File: src/rtl/line_vec_gen_if.sv
// Handshake bundle between pixel source, line_vec_gen and the column-vector consumer.
interface line_vec_gen_if #(
  parameter int DATA_WIDTH  = 8,
  parameter int VECTOR_SIZE = 3
);
  logic                              pix_valid_i;
  logic [DATA_WIDTH-1:0]             pix_data_i;
  logic                              pix_ready_o;
  logic                              vector_valid_o;
  logic                              vector_ready_i;
  logic [VECTOR_SIZE*DATA_WIDTH-1:0] vector_data_o;
  logic                              vector_sol_o;
  logic                              vector_eof_o;

  modport master (
    output pix_valid_i, pix_data_i, vector_ready_i,
    input  pix_ready_o, vector_valid_o, vector_data_o, vector_sol_o, vector_eof_o
  );

  modport slave (
    input  pix_valid_i, pix_data_i, vector_ready_i,
    output pix_ready_o, vector_valid_o, vector_data_o, vector_sol_o, vector_eof_o
  );
endinterface

File: src/rtl/line_vec_gen.sv
// Buffers VECTOR_SIZE-1 raster lines and emits one column vector per accepted pixel
// once enough rows are present; slice 0 is the newest row.
module line_vec_gen #(
  parameter int DATA_WIDTH  = 8,
  parameter int VECTOR_SIZE = 3,
  parameter int IMG_WIDTH   = 32,
  parameter int IMG_HEIGHT  = 32
) (
  input  logic           clk,
  input  logic           rst,
  input  logic           clear,
  line_vec_gen_if.slave  vif
);
  localparam int CW = (IMG_WIDTH  > 1) ? $clog2(IMG_WIDTH)  : 1;
  localparam int RW = (IMG_HEIGHT > 1) ? $clog2(IMG_HEIGHT) : 1;
  localparam int VW = VECTOR_SIZE * DATA_WIDTH;

  logic [CW-1:0]         col_cnt_r;
  logic [RW-1:0]         row_cnt_r;
  logic [DATA_WIDTH-1:0] line_buf_r [VECTOR_SIZE-1][IMG_WIDTH];

  logic          vec_valid_r;
  logic [VW-1:0] vec_data_r;
  logic          vec_sol_r;
  logic          vec_eof_r;

  logic          pix_ready_s;
  logic          accept_s;
  logic          col_last_s;
  logic          row_last_s;
  logic          emit_s;
  logic [VW-1:0] vec_pack_s;

  assign pix_ready_s = !rst && (!vec_valid_r || vif.vector_ready_i);
  // clear wins over traffic: a pixel offered during clear is dropped
  assign accept_s    = vif.pix_valid_i && pix_ready_s && !clear;
  assign col_last_s  = (col_cnt_r == CW'(IMG_WIDTH - 1));
  assign row_last_s  = (row_cnt_r == RW'(IMG_HEIGHT - 1));
  assign emit_s      = (row_cnt_r >= RW'(VECTOR_SIZE - 1));

  // Column vector assembled from the incoming pixel and the buffered lines
  always_comb begin
    vec_pack_s = '0;
    vec_pack_s[DATA_WIDTH-1:0] = vif.pix_data_i;
    for (int j = 1; j < VECTOR_SIZE; j++) begin
      vec_pack_s[j*DATA_WIDTH +: DATA_WIDTH] = line_buf_r[j-1][col_cnt_r];
    end
  end

  // Line buffer shift at the current column; contents need no reset
  always_ff @(posedge clk) begin
    if (accept_s) begin
      line_buf_r[0][col_cnt_r] <= vif.pix_data_i;
      for (int k = 1; k < VECTOR_SIZE - 1; k++) begin
        line_buf_r[k][col_cnt_r] <= line_buf_r[k-1][col_cnt_r];
      end
    end
  end

  // Raster position counters
  always_ff @(posedge clk or posedge rst) begin
    if (rst) begin
      col_cnt_r <= '0;
      row_cnt_r <= '0;
    end else if (clear) begin
      col_cnt_r <= '0;
      row_cnt_r <= '0;
    end else if (accept_s) begin
      if (col_last_s) begin
        col_cnt_r <= '0;
        row_cnt_r <= row_last_s ? '0 : row_cnt_r + RW'(1);
      end else begin
        col_cnt_r <= col_cnt_r + CW'(1);
      end
    end
  end

  // Single-entry output register; reloads on the drain edge for full throughput
  always_ff @(posedge clk or posedge rst) begin
    if (rst) begin
      vec_valid_r <= 1'b0;
      vec_data_r  <= '0;
      vec_sol_r   <= 1'b0;
      vec_eof_r   <= 1'b0;
    end else if (clear) begin
      vec_valid_r <= 1'b0;
      vec_sol_r   <= 1'b0;
      vec_eof_r   <= 1'b0;
    end else if (accept_s) begin
      if (emit_s) begin
        vec_valid_r <= 1'b1;
        vec_data_r  <= vec_pack_s;
        vec_sol_r   <= (col_cnt_r == CW'(0));
        vec_eof_r   <= col_last_s && row_last_s;
      end else begin
        vec_valid_r <= 1'b0;
        vec_sol_r   <= 1'b0;
        vec_eof_r   <= 1'b0;
      end
    end else if (vif.vector_ready_i) begin
      vec_valid_r <= 1'b0;
    end
  end

  assign vif.pix_ready_o    = pix_ready_s;
  assign vif.vector_valid_o = vec_valid_r;
  assign vif.vector_data_o  = vec_data_r;
  assign vif.vector_sol_o   = vec_sol_r;
  assign vif.vector_eof_o   = vec_eof_r;
endmodule

File: src/flat_wrapper.sv
// flat-port wrapper written by rule: the top's interface ports become plain ports
module line_vec_gen_flat 
#(
  parameter int DATA_WIDTH  = 8,
  parameter int VECTOR_SIZE = 3,
  parameter int IMG_WIDTH   = 32,
  parameter int IMG_HEIGHT  = 32
)
  (clk, rst, clear, vif_pix_valid_i, vif_pix_data_i, vif_vector_ready_i, vif_pix_ready_o, vif_vector_valid_o, vif_vector_data_o, vif_vector_sol_o, vif_vector_eof_o);
  line_vec_gen_if #(.DATA_WIDTH(DATA_WIDTH), .VECTOR_SIZE(VECTOR_SIZE)) vif_i ();
  input  logic clk;
  input  logic rst;
  input  logic clear;
  input wire logic [$bits(vif_i.pix_valid_i)-1:0] vif_pix_valid_i;
  input wire logic [$bits(vif_i.pix_data_i)-1:0] vif_pix_data_i;
  input wire logic [$bits(vif_i.vector_ready_i)-1:0] vif_vector_ready_i;
  output wire logic [$bits(vif_i.pix_ready_o)-1:0] vif_pix_ready_o;
  output wire logic [$bits(vif_i.vector_valid_o)-1:0] vif_vector_valid_o;
  output wire logic [$bits(vif_i.vector_data_o)-1:0] vif_vector_data_o;
  output wire logic [$bits(vif_i.vector_sol_o)-1:0] vif_vector_sol_o;
  output wire logic [$bits(vif_i.vector_eof_o)-1:0] vif_vector_eof_o;
  assign vif_i.pix_valid_i = vif_pix_valid_i;
  assign vif_i.pix_data_i = vif_pix_data_i;
  assign vif_i.vector_ready_i = vif_vector_ready_i;
  assign vif_pix_ready_o = vif_i.pix_ready_o;
  assign vif_vector_valid_o = vif_i.vector_valid_o;
  assign vif_vector_data_o = vif_i.vector_data_o;
  assign vif_vector_sol_o = vif_i.vector_sol_o;
  assign vif_vector_eof_o = vif_i.vector_eof_o;
  line_vec_gen #(.DATA_WIDTH(DATA_WIDTH), .VECTOR_SIZE(VECTOR_SIZE), .IMG_WIDTH(IMG_WIDTH), .IMG_HEIGHT(IMG_HEIGHT)) u_core (.clk(clk), .rst(rst), .clear(clear), .vif(vif_i));
endmodule
File: config.mk
export PLATFORM = sky130hd
export DESIGN_NAME = line_vec_gen_flat
export DESIGN_NICKNAME = d
export VERILOG_FILES = /design/src/rtl/line_vec_gen_if.sv /design/src/rtl/line_vec_gen.sv /design/src/flat_wrapper.sv
export SDC_FILE = /design/constraint.sdc
export NUM_CORES = 1
export LEC_CHECK = 0
export CAP_MARGIN = 20
export CORE_MARGIN = 4
export CORE_UTILIZATION = 55
export DETAILED_ROUTE_END_ITERATION = 12
export PLACE_DENSITY = 0.75
export RECOVER_POWER = 25
export SYNTH_ARGS = -nofsm -noshare
export SYNTH_HDL_FRONTEND = slang
export SYNTH_SLANG_ARGS = --single-unit
File: constraint.sdc
create_clock -name clk -period 2.8 [get_ports clk]
set_clock_uncertainty 0.2 [all_clocks]
set_input_delay 0.28 -clock clk [delete_from_list [all_inputs] [get_ports clk]]
set_output_delay 0.28 -clock clk [all_outputs]
set_load 0.05 [all_outputs]
==> run_results.csv <==
group,metric,value,unit
outcome,status,"complete, but fails checks",
outcome,violations,"max-capacitance violations, max-slew violations, negative setup slack",
sta,finalHoldViolCount,0,
layout,antennaDiodeCount,0,
global_routing,grt_overflow_total,0,
layout,fin_cells,1895,
min_path,holdCritPathClass,"primary input to async pin",
sta,tightest_slew,1.71,ns
yosys,yosysTopAreaCell,"edfxtp_1",
critical_path,rrSetupSlack,-0.05,ns
run,maxCapViolations,5,
sta,finalSetupTns,-0.986,ns
yosys,syn-num-nets,1170,
power_and_ir_drop,p_leak,8.37,nW
floorplanning,io_pins,41,
layout,syn_to_final_growth,20.7,%
layout,drive_above_1_share,0.235,
yosys,synthTopCellsByArea,"edfxtp_1 72%, mux2i_1 9.2%, dfrtp_1 4.3%",
clock_network,clk_latency,0.60,ns
clock_network,cts.sinks,549,
critical_path,cp_max_fo,7,
sta,fmax,0.350,GHz
route,ant_nets,0,
sta,setup_viol,31,
power_and_ir_drop,internal-power,13.8,mW
route,drtIter0Drc,1480,
sta,worst_slack,-0.0542,ns
yosys,synth_edf_count,512,
critical_path,crit_path_max_incr_delay,0.54,ns
clock_network,htreeDepth,2,
critical_path,path_class,"register to register",
clock_network,path_clk_slew,0.06,ns
power_and_ir_drop,switchingPower,3.42,mW
floorplanning,die_w,205,µm
placement,numPlacedInstances,1784,
yosys,synth.distinct_cells,40,
yosys,synthFlopType,"edfxtp_1",
critical_path,cp.required,3.04,ns
yosys,synth_cells,1149,
power_and_ir_drop,fin_total_pwr,17.2,mW
floorplanning,dieArea,0.0420,mm²
critical_path,endpoint_kind,"register",
critical_path,cp_common_cell,"buf_4",
clock_network,cts_buffers,53,
placement,gp_congestion,0.821,
power_and_ir_drop,seqPwrFrac,0.525,
clock_network,hold_buffers,0,
layout,multi_input_area,0.00477,mm²
global_routing,grt_pass1_wl,76400,µm
sta,hold_slack,0.194,ns
sta,period_share,1.02,
sta,rsz0062_at_grt,"true",
yosys,ys_seq_area_frac,0.764,
route,vias_per_cell,6.28,
floorplanning,core_area,0.0379,mm²
critical_path,crit_slowest_cell,"or4b_1",
sta,drv_slew,170,
power_and_ir_drop,clkPwrFrac,0.435,
global_routing,grt_max_degree,47,
clock_network,cts_tree,"done",
global_routing,grtUsageTotal,0.249,
route,route.detailed.drc,0,
layout,fin_nets,1360,
clock_network,max-clock-path-buffers,3,
power_and_ir_drop,irDropWorstVdd,0.000515,V
yosys,ys_top_cells_by_count,"512 x edfxtp_1, 197 x mux2i_1, 96 x o22ai_1",
yosys,syn_area,0.0213,mm²
route,wirelength,52300,µm
sta,slew-limit-headroom,-0.142,
critical_path,crit_arrival,3.09,ns
yosys,ys_warn_count,0,
critical_path,cp-start-kind,"register",
power_and_ir_drop,comb_power_share,0.041,
layout,post-route-util,0.679,
yosys,synth.avg_cell_area,18.6,µm²
floorplanning,dieHeight,205,µm
sta,fin_crit,2.85,ns
global_routing,grt_pass1_vias,12100,
yosys,synth.most_common_cell,"edfxtp_1",
layout,n_fill_cell,2387,
placement,dpl_cell_area,0.0236,mm²
route,vias,11900,
layout,seq_area,0.0163,mm²
placement,dp_slack,-0.454,ns
global_routing,antenna_found_initial,0,
route,dr.pass1.iters,5,
route,wire_per_inst,27.6,µm
layout,postLayoutCellArea,0.0257,mm²
floorplanning,row_count,71,
placement,portBuffers,40,
yosys,synthArstFlopShare,0.0674,
yosys,ys_ff_latch,549,
clock_network,cts_root_buf,"clkbuf_16",
placement,dp_hpwl,32100,µm
power_and_ir_drop,powerDensity,669,mW/mm²
yosys,netlist.area_leader.share,0.721,
power_and_ir_drop,swShare,0.199,
critical_path,crit_chain,"buf_4, or4b_1, buf_4, o22ai_1, nor4_2, buf_4, nand2_1, buf_4, buf_4",
floorplanning,initial_utilization,0.562,
## layout by cell type (no fill, tap or decap), types with 30 or more instances in the layout
cell type,count
buf_12,32
nor2_1,49
o22ai_1,93
mux4_2,32
mux2i_1,192
buf_4,109
clkbuf_16,57
dfrtp_1,35
clkdlybuf4s50_1,30
edfxtp_1,512
## per-layer routing
layer,routed length (µm),GRT usage,vias up
met3,5110,0.0595,108
li1,-,-,5053
met5,0,0,-
met4,1850,0.0981,0
met1,20200,0.340,6082
met2,25100,0.394,666
## worst paths after layout
kind,start,end,cells after the start
worst max-delay path,u_core.col_cnt_r[0]$_DFFE_PP0P_,u_core.line_buf_r[0][276]$_DFFE_PP_,9
worst min-delay path,rst,u_core.vif.vector_data_o[3]$_DFFE_PP0P_,3
worst max register to register,u_core.col_cnt_r[0]$_DFFE_PP0P_,u_core.line_buf_r[0][276]$_DFFE_PP_,9
min in group clk,vif_vector_ready_i,u_core.vif.vector_valid_o$_DFFE_PP0P_,3
worst min register to register,u_core.vif.vector_data_o[17]$_DFFE_PP0P_,u_core.vif.vector_data_o[17]$_DFFE_PP0P_,1
max in group asynchronous,rst,u_core.col_cnt_r[1]$_DFFE_PP0P_,3
## critical path, delay by kind of cell, from the launching register on
kind | cells | cell delay [ns]
simple gates | 3 | 0.72
compound gates | 1 | 0.41
buf+inv | 5 | 0.92
flops | 1 | 0.44
## timing repair
action                                  CTS  global route
resized for setup                        12            26
endpoints found under the setup margin  141           216
setup buffers                             3             5
gates cloned                              1             2
pin swaps                                 2             3
## logic make-up after synthesis
group | count (synthesis) | synth area share
AOI/OAI and AO/OA | 142 | 0.0426
adders and majority gates | 8 | 0.00469
buffers and inverters | 71 | 0.0188
DFF | 549 | 0.764
muxes | 245 | 0.135
and+or+nand+nor | 134 | 0.0347
## flip-flops by register name (all words and copies together), names as in the netlist
register and cells:
u_core.line_buf_r 512, u_core.vif.vector_data_o 24, u_core.col_cnt_r 5, u_core.row_cnt_r 5
u_core.vif.vector_eof_o 1, u_core.vif.vector_sol_o 1, u_core.vif.vector_valid_o 1
## power groups by stage
stage                     Combinational, mW  Sequential [mW]  Clock [mW]
after global placement                0.644             9.21           0
final                                 0.700             9.04        7.49
after global routing                  0.743             9.04        7.95
after floorplan                       0.296             9.24           0
after CTS                             0.680             9.04        7.56
after detailed placement              0.660             9.21           0
## layout make-up
cell class,count,share of cell area
Sequential cell,549,0.633
Timing Repair Buffer,201,0.0831
Inverter,5,0.000778
Tap cell,511,0.0248
Multi-Input combinational cell,529,0.185
Clock inverter,32,0.0143
Clock buffer,68,0.0581
No activity file was read; power rests on OpenSTA's default activity.
